`src/rtl/mux_etapa_n.sv`:
```
// Pipelined N-input multiplexer with stall/flush control and out-of-range select flag.
// Stage 1 registers the mux result; an optional stage 2 copies stage 1.
module mux_etapa_n #(
    parameter int ANCHO    = 32,
    parameter int ENTRADAS = 4,
    parameter int ETAPAS   = 1,
    localparam int SEL_W   = (ENTRADAS > 1) ? $clog2(ENTRADAS) : 1
) (
    input  logic                      clk,
    input  logic                      rst_n,
    input  logic [SEL_W-1:0]          sel,
    input  logic [ENTRADAS*ANCHO-1:0] entradas,
    input  logic                      valido_in,
    input  logic                      stall,
    input  logic                      flush,
    output logic [ANCHO-1:0]          salida,
    output logic                      valido_out,
    output logic                      error_sel
);

    logic [ANCHO-1:0] dato_mux;
    logic             acierto;
    logic             err_mux;

    always_comb begin
        dato_mux = '0;
        acierto  = 1'b0;
        for (int k = 0; k < ENTRADAS; k++) begin
            if (sel == SEL_W'(k)) begin
                dato_mux = entradas[k*ANCHO +: ANCHO];
                acierto  = 1'b1;
            end
        end
        // err only ever set for a qualified entry, so error_sel implies valido_out
        err_mux = valido_in & ~acierto;
    end

    // ---- stage 1: capture mux result ----
    logic [ANCHO-1:0] dato_p1;
    logic             vld_p1;
    logic             err_p1;

    always_ff @(posedge clk or negedge rst_n) begin
        if (!rst_n) begin
            dato_p1 <= '0;
            vld_p1  <= 1'b0;
            err_p1  <= 1'b0;
        end else if (flush) begin
            dato_p1 <= '0;
            vld_p1  <= 1'b0;
            err_p1  <= 1'b0;
        end else if (!stall) begin
            dato_p1 <= dato_mux;
            vld_p1  <= valido_in;
            err_p1  <= err_mux;
        end
    end

    // ---- stage 2 (optional): copy of stage 1 ----
    if (ETAPAS == 2) begin : g_dos
        logic [ANCHO-1:0] dato_p2;
        logic             vld_p2;
        logic             err_p2;

        always_ff @(posedge clk or negedge rst_n) begin
            if (!rst_n) begin
                dato_p2 <= '0;
                vld_p2  <= 1'b0;
                err_p2  <= 1'b0;
            end else if (flush) begin
                dato_p2 <= '0;
                vld_p2  <= 1'b0;
                err_p2  <= 1'b0;
            end else if (!stall) begin
                dato_p2 <= dato_p1;
                vld_p2  <= vld_p1;
                err_p2  <= err_p1;
            end
        end

        assign salida     = dato_p2;
        assign valido_out = vld_p2;
        assign error_sel  = err_p2;
    end else begin : g_uno
        assign salida     = dato_p1;
        assign valido_out = vld_p1;
        assign error_sel  = err_p1;
    end

endmodule

```
`config.mk`:
```
export PLATFORM = sky130hd
export DESIGN_NAME = mux_etapa_n
export DESIGN_NICKNAME = d
export VERILOG_FILES = /design/src/rtl/mux_etapa_n.sv
export SDC_FILE = /design/constraint.sdc
export NUM_CORES = 1
export LEC_CHECK = 0
export CORE_AREA = 2 2 66 68
export CTS_CLUSTER_DIAMETER = 150
export DETAILED_ROUTE_END_ITERATION = 8
export DIE_AREA = 0 0 68 70
export DONT_BUFFER_PORTS = 1
export HOLD_SLACK_MARGIN = 0.06
export PLACE_DENSITY = 0.75
export SLEW_MARGIN = 20
export SYNTH_ARGS = -nofsm -noshare
export SYNTH_HDL_FRONTEND = slang
export SYNTH_SLANG_ARGS = --single-unit
```
`constraint.sdc`:
```
create_clock -name clk -period 1.9 [get_ports clk]
set_input_delay 0.19 -clock clk [delete_from_list [all_inputs] [get_ports clk]]
set_output_delay 0.19 -clock clk [all_outputs]
set_load 0.005 [all_outputs]
```
==> impl_metrics.yaml, run 1 <==
status:
  status: "finished clean"
timing:
  finalCritPeriodShare: 0.638
  drv_slew: 0
  finalSetupTns_ns: 0
  timing.hold.ws_ns: 0.0717
  setup_viol_count_final: 0
  hold_viol_final: 0
  fmax_mhz: 825
  fin_skew_ns: 0
  slew_headroom: 0.372
  rsz0062_at_grt: "no"
  period_needed_ns: 1.21
  worstMarginPinSlew_ns: 0.942
yosys:
  synth_compound_area_frac: 0.200
  synth-xor-area-share: 0
  synth_top_family_by_area: "multiplexers"
  synth.area.mux_share: 0.274
  synth_area_um2: 2370
  synth_nets: 325
  synth_cell_types: 12
  synth.ff_latch_count: 34
  yosys.area.top_type: "dfrtp_1"
  syn_avg_cell_area_um2: 12.5
  synth_top_area_share: 0.358
  synth_cells: 190
  netlist_top_cells_area: "dfrtp_1 36%, mux2i_1 27%, o221ai_2 20%"
  synthAdderAreaFrac: 0
  synth_seq_area_share: 0.358
  yosys.area_share.simple: 0.112
  synth_warnings: 0
detailed_routing:
  dr.pass1.iters: 4
  drc: 0
  drt.antenna.violating_nets: 0
  wire_per_inst_um: 23.6
  vias_per_cell: 7.13
  wl_mm: 5.46
  first_iter_violations: 69
  num_vias: 1648
clock_tree:
  clk_pin_slew_worst_paths_ns: 0.06
  cts_resized: 0
  clock-sinks: 34
  cts_buffers: 5
  h-tree-depth: 2
  clock_latency_ns: 0.27
  cts_max_path_buffers: 2
  cts_tree: "done"
  cts.hold.buffers_added: 4
  post_cts_buffers: 0
  cts-root-buf: "clkbuf_8"
power_and_ir_drop:
  p_leak_nw: 1.06
  p_per_area_nw_per_um2: 649
  ir_worst_vdd_uv: 365
run:
  drv_cap: 0
place:
  gp_congestion: 0.684
  dp_hpwl_mm: 3.76
  numPortBuffers: 0
finish:
  final_nets: 315
  insertedDiodeCount: 0
  final_common_cell: "mux2i_1"
  drive_gt1_frac: 0.229
  layout_common_cells: "65 x mux2i_1, 34 x dfrtp_1, 32 x nand3b_1, 31 x o221ai_2, 6 x clkbuf_8"
  fillers: 334
  area.growth.synth_to_final_pct: 3.11
floorplanning:
  io_pins: 169
  initial_utilization: 0.573
  die_w_um: 68
  rows: 24
  die_area_um2: 4760
  core_region_area_um2: 4140
  fp.dieH_um: 70
grt:
  gr-usage-all-layers: 0.229
  grt_pass1_wl_mm: 8.23
  globalRouteOverflowTotal: 0
  grt_pass1_vias: 1723
  antenna_found_initial: 0
  grt_max_degree: 65
min_path:
  hp-class: "in -> reg"
  holdCritStartpoint: "valido_in"
critical_path:
  path_cells: "or3_2, o221ai_1"
  cp_top_family: "simple AND/OR/NAND/NOR gates"
  worst_ep_required_time_ns: 2.07
  crit_type: "in -> reg"
  crit_buf_inv: 0
  crit_start: "flush"
  arrival_ns: 1.39
  slowest_delay_ns: 0.88
  path_max_fanout: 35
  critPathSlowestCell: "or3_2"
  startpoint_type: "primary input"
  reg2reg_from: "error_sel"
  crit_path_end_kind: "flip-flop"
cells in the mapped netlist (all sizes together):
master  number
o221ai      32
nand3b      32
clkbuf       7
dfrtp       34
nand2        1
mux2i       65
buf         15
or3          1
nor2         2
or3b         1
metrics by stage:
stage	power, mW	utilization	cell area [um2]	worst slack (ns)	std cells
final	1.59	0.591	2450	0.687	231
after global routing	1.68	0.591	2450	0.660	231
after CTS	1.62	0.591	2450	0.677	231
after detailed placement	1.07	0.559	2320	0.384	221
after global placement	1.05	0.559	2320	0.459	221
after floorplan	1.08	-	2370	0.720	190
worst paths after layout:
kind,end,slack [ns],cells past startpoint
max,salida[12],0.69,2
min,valido_out,0.07,2
max reg2reg,error_sel,0.73,3
min reg2reg,valido_out,0.55,2
max in group asynchronous,salida[12],1.35,2
min in group asynchronous,salida[24],0.38,2
final cells by class:
class	instances	area [um2]	area share
Timing Repair Buffer	5	57.6	0.0235
Clock buffer	6	82.6	0.0337
Multi-Input combinational cell	134	1390	0.569
Sequential cell	34	851	0.347
Tap cell	52	65.1	0.0266
power by group:
group	switching [mW]	internal, mW
clock	0.241	0.279
combinational	0.114	0.135
sequential	0.0446	0.777
flip-flops by register name, indices dropped and copies added (netlist names):
name and cells:
salida 32, error_sel 1, valido_out 1
layer usage:
| layer | wire (um) | GRT usage | vias to the layer above |
|---|---|---|---|
| li1 | - | - | 733 |
| met1 | 2020 | 0.252 | 800 |
| met2 | 2850 | 0.399 | 104 |
| met3 | 498 | 0.0725 | 11 |
| met4 | 95 | 0.0867 | 0 |
| met5 | 0 | 0 | - |
kinds of logic after synthesis:
logic type             after synthesis
multiplexers                        65
flip-flops                          34
AND/OR/NAND/NOR                     37
buffers and inverters               22
AO/OA/AOI/OAI                       32
Note: power is estimated with default switching activity, not from simulation.
==> run 2, diff against run 1 <==
--- a/config.mk
+++ b/config.mk
@@ -5,10 +5,9 @@
 export SDC_FILE = /design/constraint.sdc
 export NUM_CORES = 1
 export LEC_CHECK = 0
-export CORE_AREA = 2 2 66 68
+export CORE_UTILIZATION = 57
 export CTS_CLUSTER_DIAMETER = 150
 export DETAILED_ROUTE_END_ITERATION = 8
-export DIE_AREA = 0 0 68 70
 export DONT_BUFFER_PORTS = 1
 export HOLD_SLACK_MARGIN = 0.06
 export PLACE_DENSITY = 0.75
==> constraint.sdc (replaced) <==
create_clock -name clk -period 1 [get_ports clk]
set_input_delay 0.1 -clock clk [delete_from_list [all_inputs] [get_ports clk]]
set_output_delay 0.1 -clock clk [all_outputs]
set_load 0.005 [all_outputs]
==> impl_metrics.yaml, run 2 (same netlist as run 1, synthesis figures left out) <==
detailed_routing:
  vias_per_cell: 6.99
  dr.pass1.iters: 4
  first_iter_violations: 91
  wire_per_inst_um: 22.5
  drt.antenna.violating_nets: 0
  wl_mm: 5.20
  drc: 0
  num_vias: 1615
critical_path:
  path_cells: "or3b_2, buf_12, o221ai_2"
  startpoint_type: "primary input"
  reg2reg_from: "salida[1]"
  r2r_slack_ns: 0.26
  r2r-end: "salida[1]"
  critPathSlowestCell: "or3b_2"
  crit_path_end_kind: "flip-flop"
  crit_start: "stall"
  arrival_ns: 1.03
  worst_ep_required_time_ns: 1.19
  slowest_delay_ns: 0.55
  path_max_fanout: 36
  r2r_cells: 2
  crit_type: "in -> reg"
place:
  gp_congestion: 0.686
  dp_hpwl_mm: 3.69
  dp_cells: 222
  numPortBuffers: 0
floorplanning:
  die_w_um: 66.5
  rows: 23
  initial_utilization: 0.594
  fp.dieH_um: 66.5
  io_pins: 169
  die_area_um2: 4430
  core_region_area_um2: 4000
timing:
  finalSetupTns_ns: 0
  fin_skew_ns: 0
  timing.hold.ws_ns: -0.117
  hold_viol_final: 14
  slew_headroom: 0.843
  rsz0062_at_grt: "no"
  drv_slew: 0
  fmax_mhz: 1180
  worstMarginPinSlew_ns: 0.229
  setup_viol_count_final: 0
  period_needed_ns: 0.845
  finalCritPeriodShare: 0.845
grt:
  grt_pass1_vias: 1573
  antenna_found_initial: 0
  gr-usage-all-layers: 0.237
  grt_pass1_wl_mm: 7.70
  grt_max_degree: 65
  globalRouteOverflowTotal: 0
finish:
  largest_reg_flops: 32
  final_common_cell: "mux2i_1"
  multiInputGateArea_um2: 1390
  layout_common_cells: "65 x mux2i_1, 34 x dfrtp_1, 32 x nand3b_1, 31 x o221ai_2, 5 x clkbuf_8"
  drive_gt1_frac: 0.238
  register_area_um2: 851
  fillers: 316
  final_nets: 316
  insertedDiodeCount: 0
  layout.cells.non_filler: 231
  area.growth.synth_to_final_pct: 4.43
  fin_util: 0.620
power_and_ir_drop:
  ir_worst_vdd_uv: 577
  p_per_area_nw_per_um2: 1200
  p_leak_nw: 1.08
run:
  drv_cap: 0
clock_tree:
  cts_tree: "done"
  h-tree-depth: 2
  post_cts_buffers: 0
  clock_latency_ns: 0.27
  cts-root-buf: "clkbuf_8"
  cts_buffers: 5
  cts.hold.buffers_added: 2
  clock-sinks: 34
  clk_pin_slew_worst_paths_ns: 0.06
  cts_max_path_buffers: 2
min_path:
  hp-class: "in -> reg"
  holdCritStartpoint: "flush"
  hold_end: "error_sel"
  min_path_cells: 1
status:
  violations: "negative hold slack"
  status: "finished, violations left"
[run 2: cell types whose count changed in the layout (fill, tap and decap cells not counted)]
| cell | before | now |
|---|---|---|
| buf_12 | 1 | 4 |
| clkbuf_1 | 0 | 2 |
| dlygate4sd3_1 | 3 | 1 |
| clkbuf_8 | 6 | 5 |
[run 2: repair_timing]
item,CTS,global route
resized for setup,0,0
endpoints found under the setup margin,0,0
endpoints found under the hold margin,68,34
[run 2: metal layers]
layer	global-route usage	vias up	wire length [um]
met1	0.276	776	1950
met3	0.0753	7	475
met5	0	-	0
met2	0.410	106	2710
li1	-	726	-
met4	0.0718	0	64
[run 2: where the power goes]
part	switching [mW]	leakage, nW	internal, mW
combinational	0.218	0.583	0.269
clock	0.444	0.0383	0.478
sequential	0.0857	0.454	1.48
total	0.748	1.08	2.22
[run 2: worst max path at each step]
stage	end	slack (ns)	depth (start not counted)
floorplan	salida[10]	-0.09	5
global placement	salida[13]	-0.09	3
detailed placement	salida[19]	-0.13	3
CTS	salida[14]	0.16	3
global route	salida[19]	0.12	3
finish	salida[14]	0.15	3
[run 2: layout make-up]
type                            count  share of cell area
Sequential cell                    34               0.343
Timing Repair Buffer                6              0.0394
Clock buffer                        7              0.0308
Multi-Input combinational cell    134               0.562
Tap cell                           50              0.0252
[run 2: per-stage QoR]
stage                     total power, mW  worst slack (ns)  hold slack (ns)  instance area (um2)
final                                2.97             0.155           -0.117                 2480
after global routing                 3.13             0.118           -0.133                 2480
after CTS                            3.02             0.159           -0.126                 2480
after detailed placement             2.05            -0.134           -0.195                 2370
after global placement               2.02           -0.0904           -0.195                 2370
after floorplan                      2.06           -0.0879           -0.196                 2400
[run 2: worst max-delay path, delay by kind of cell]
family / cells / cell delay (ns)
AOI/OAI and AO/OA: 1 / 0.17
buffers and inverters: 1 / 0.20
and+or+nand+nor: 1 / 0.55
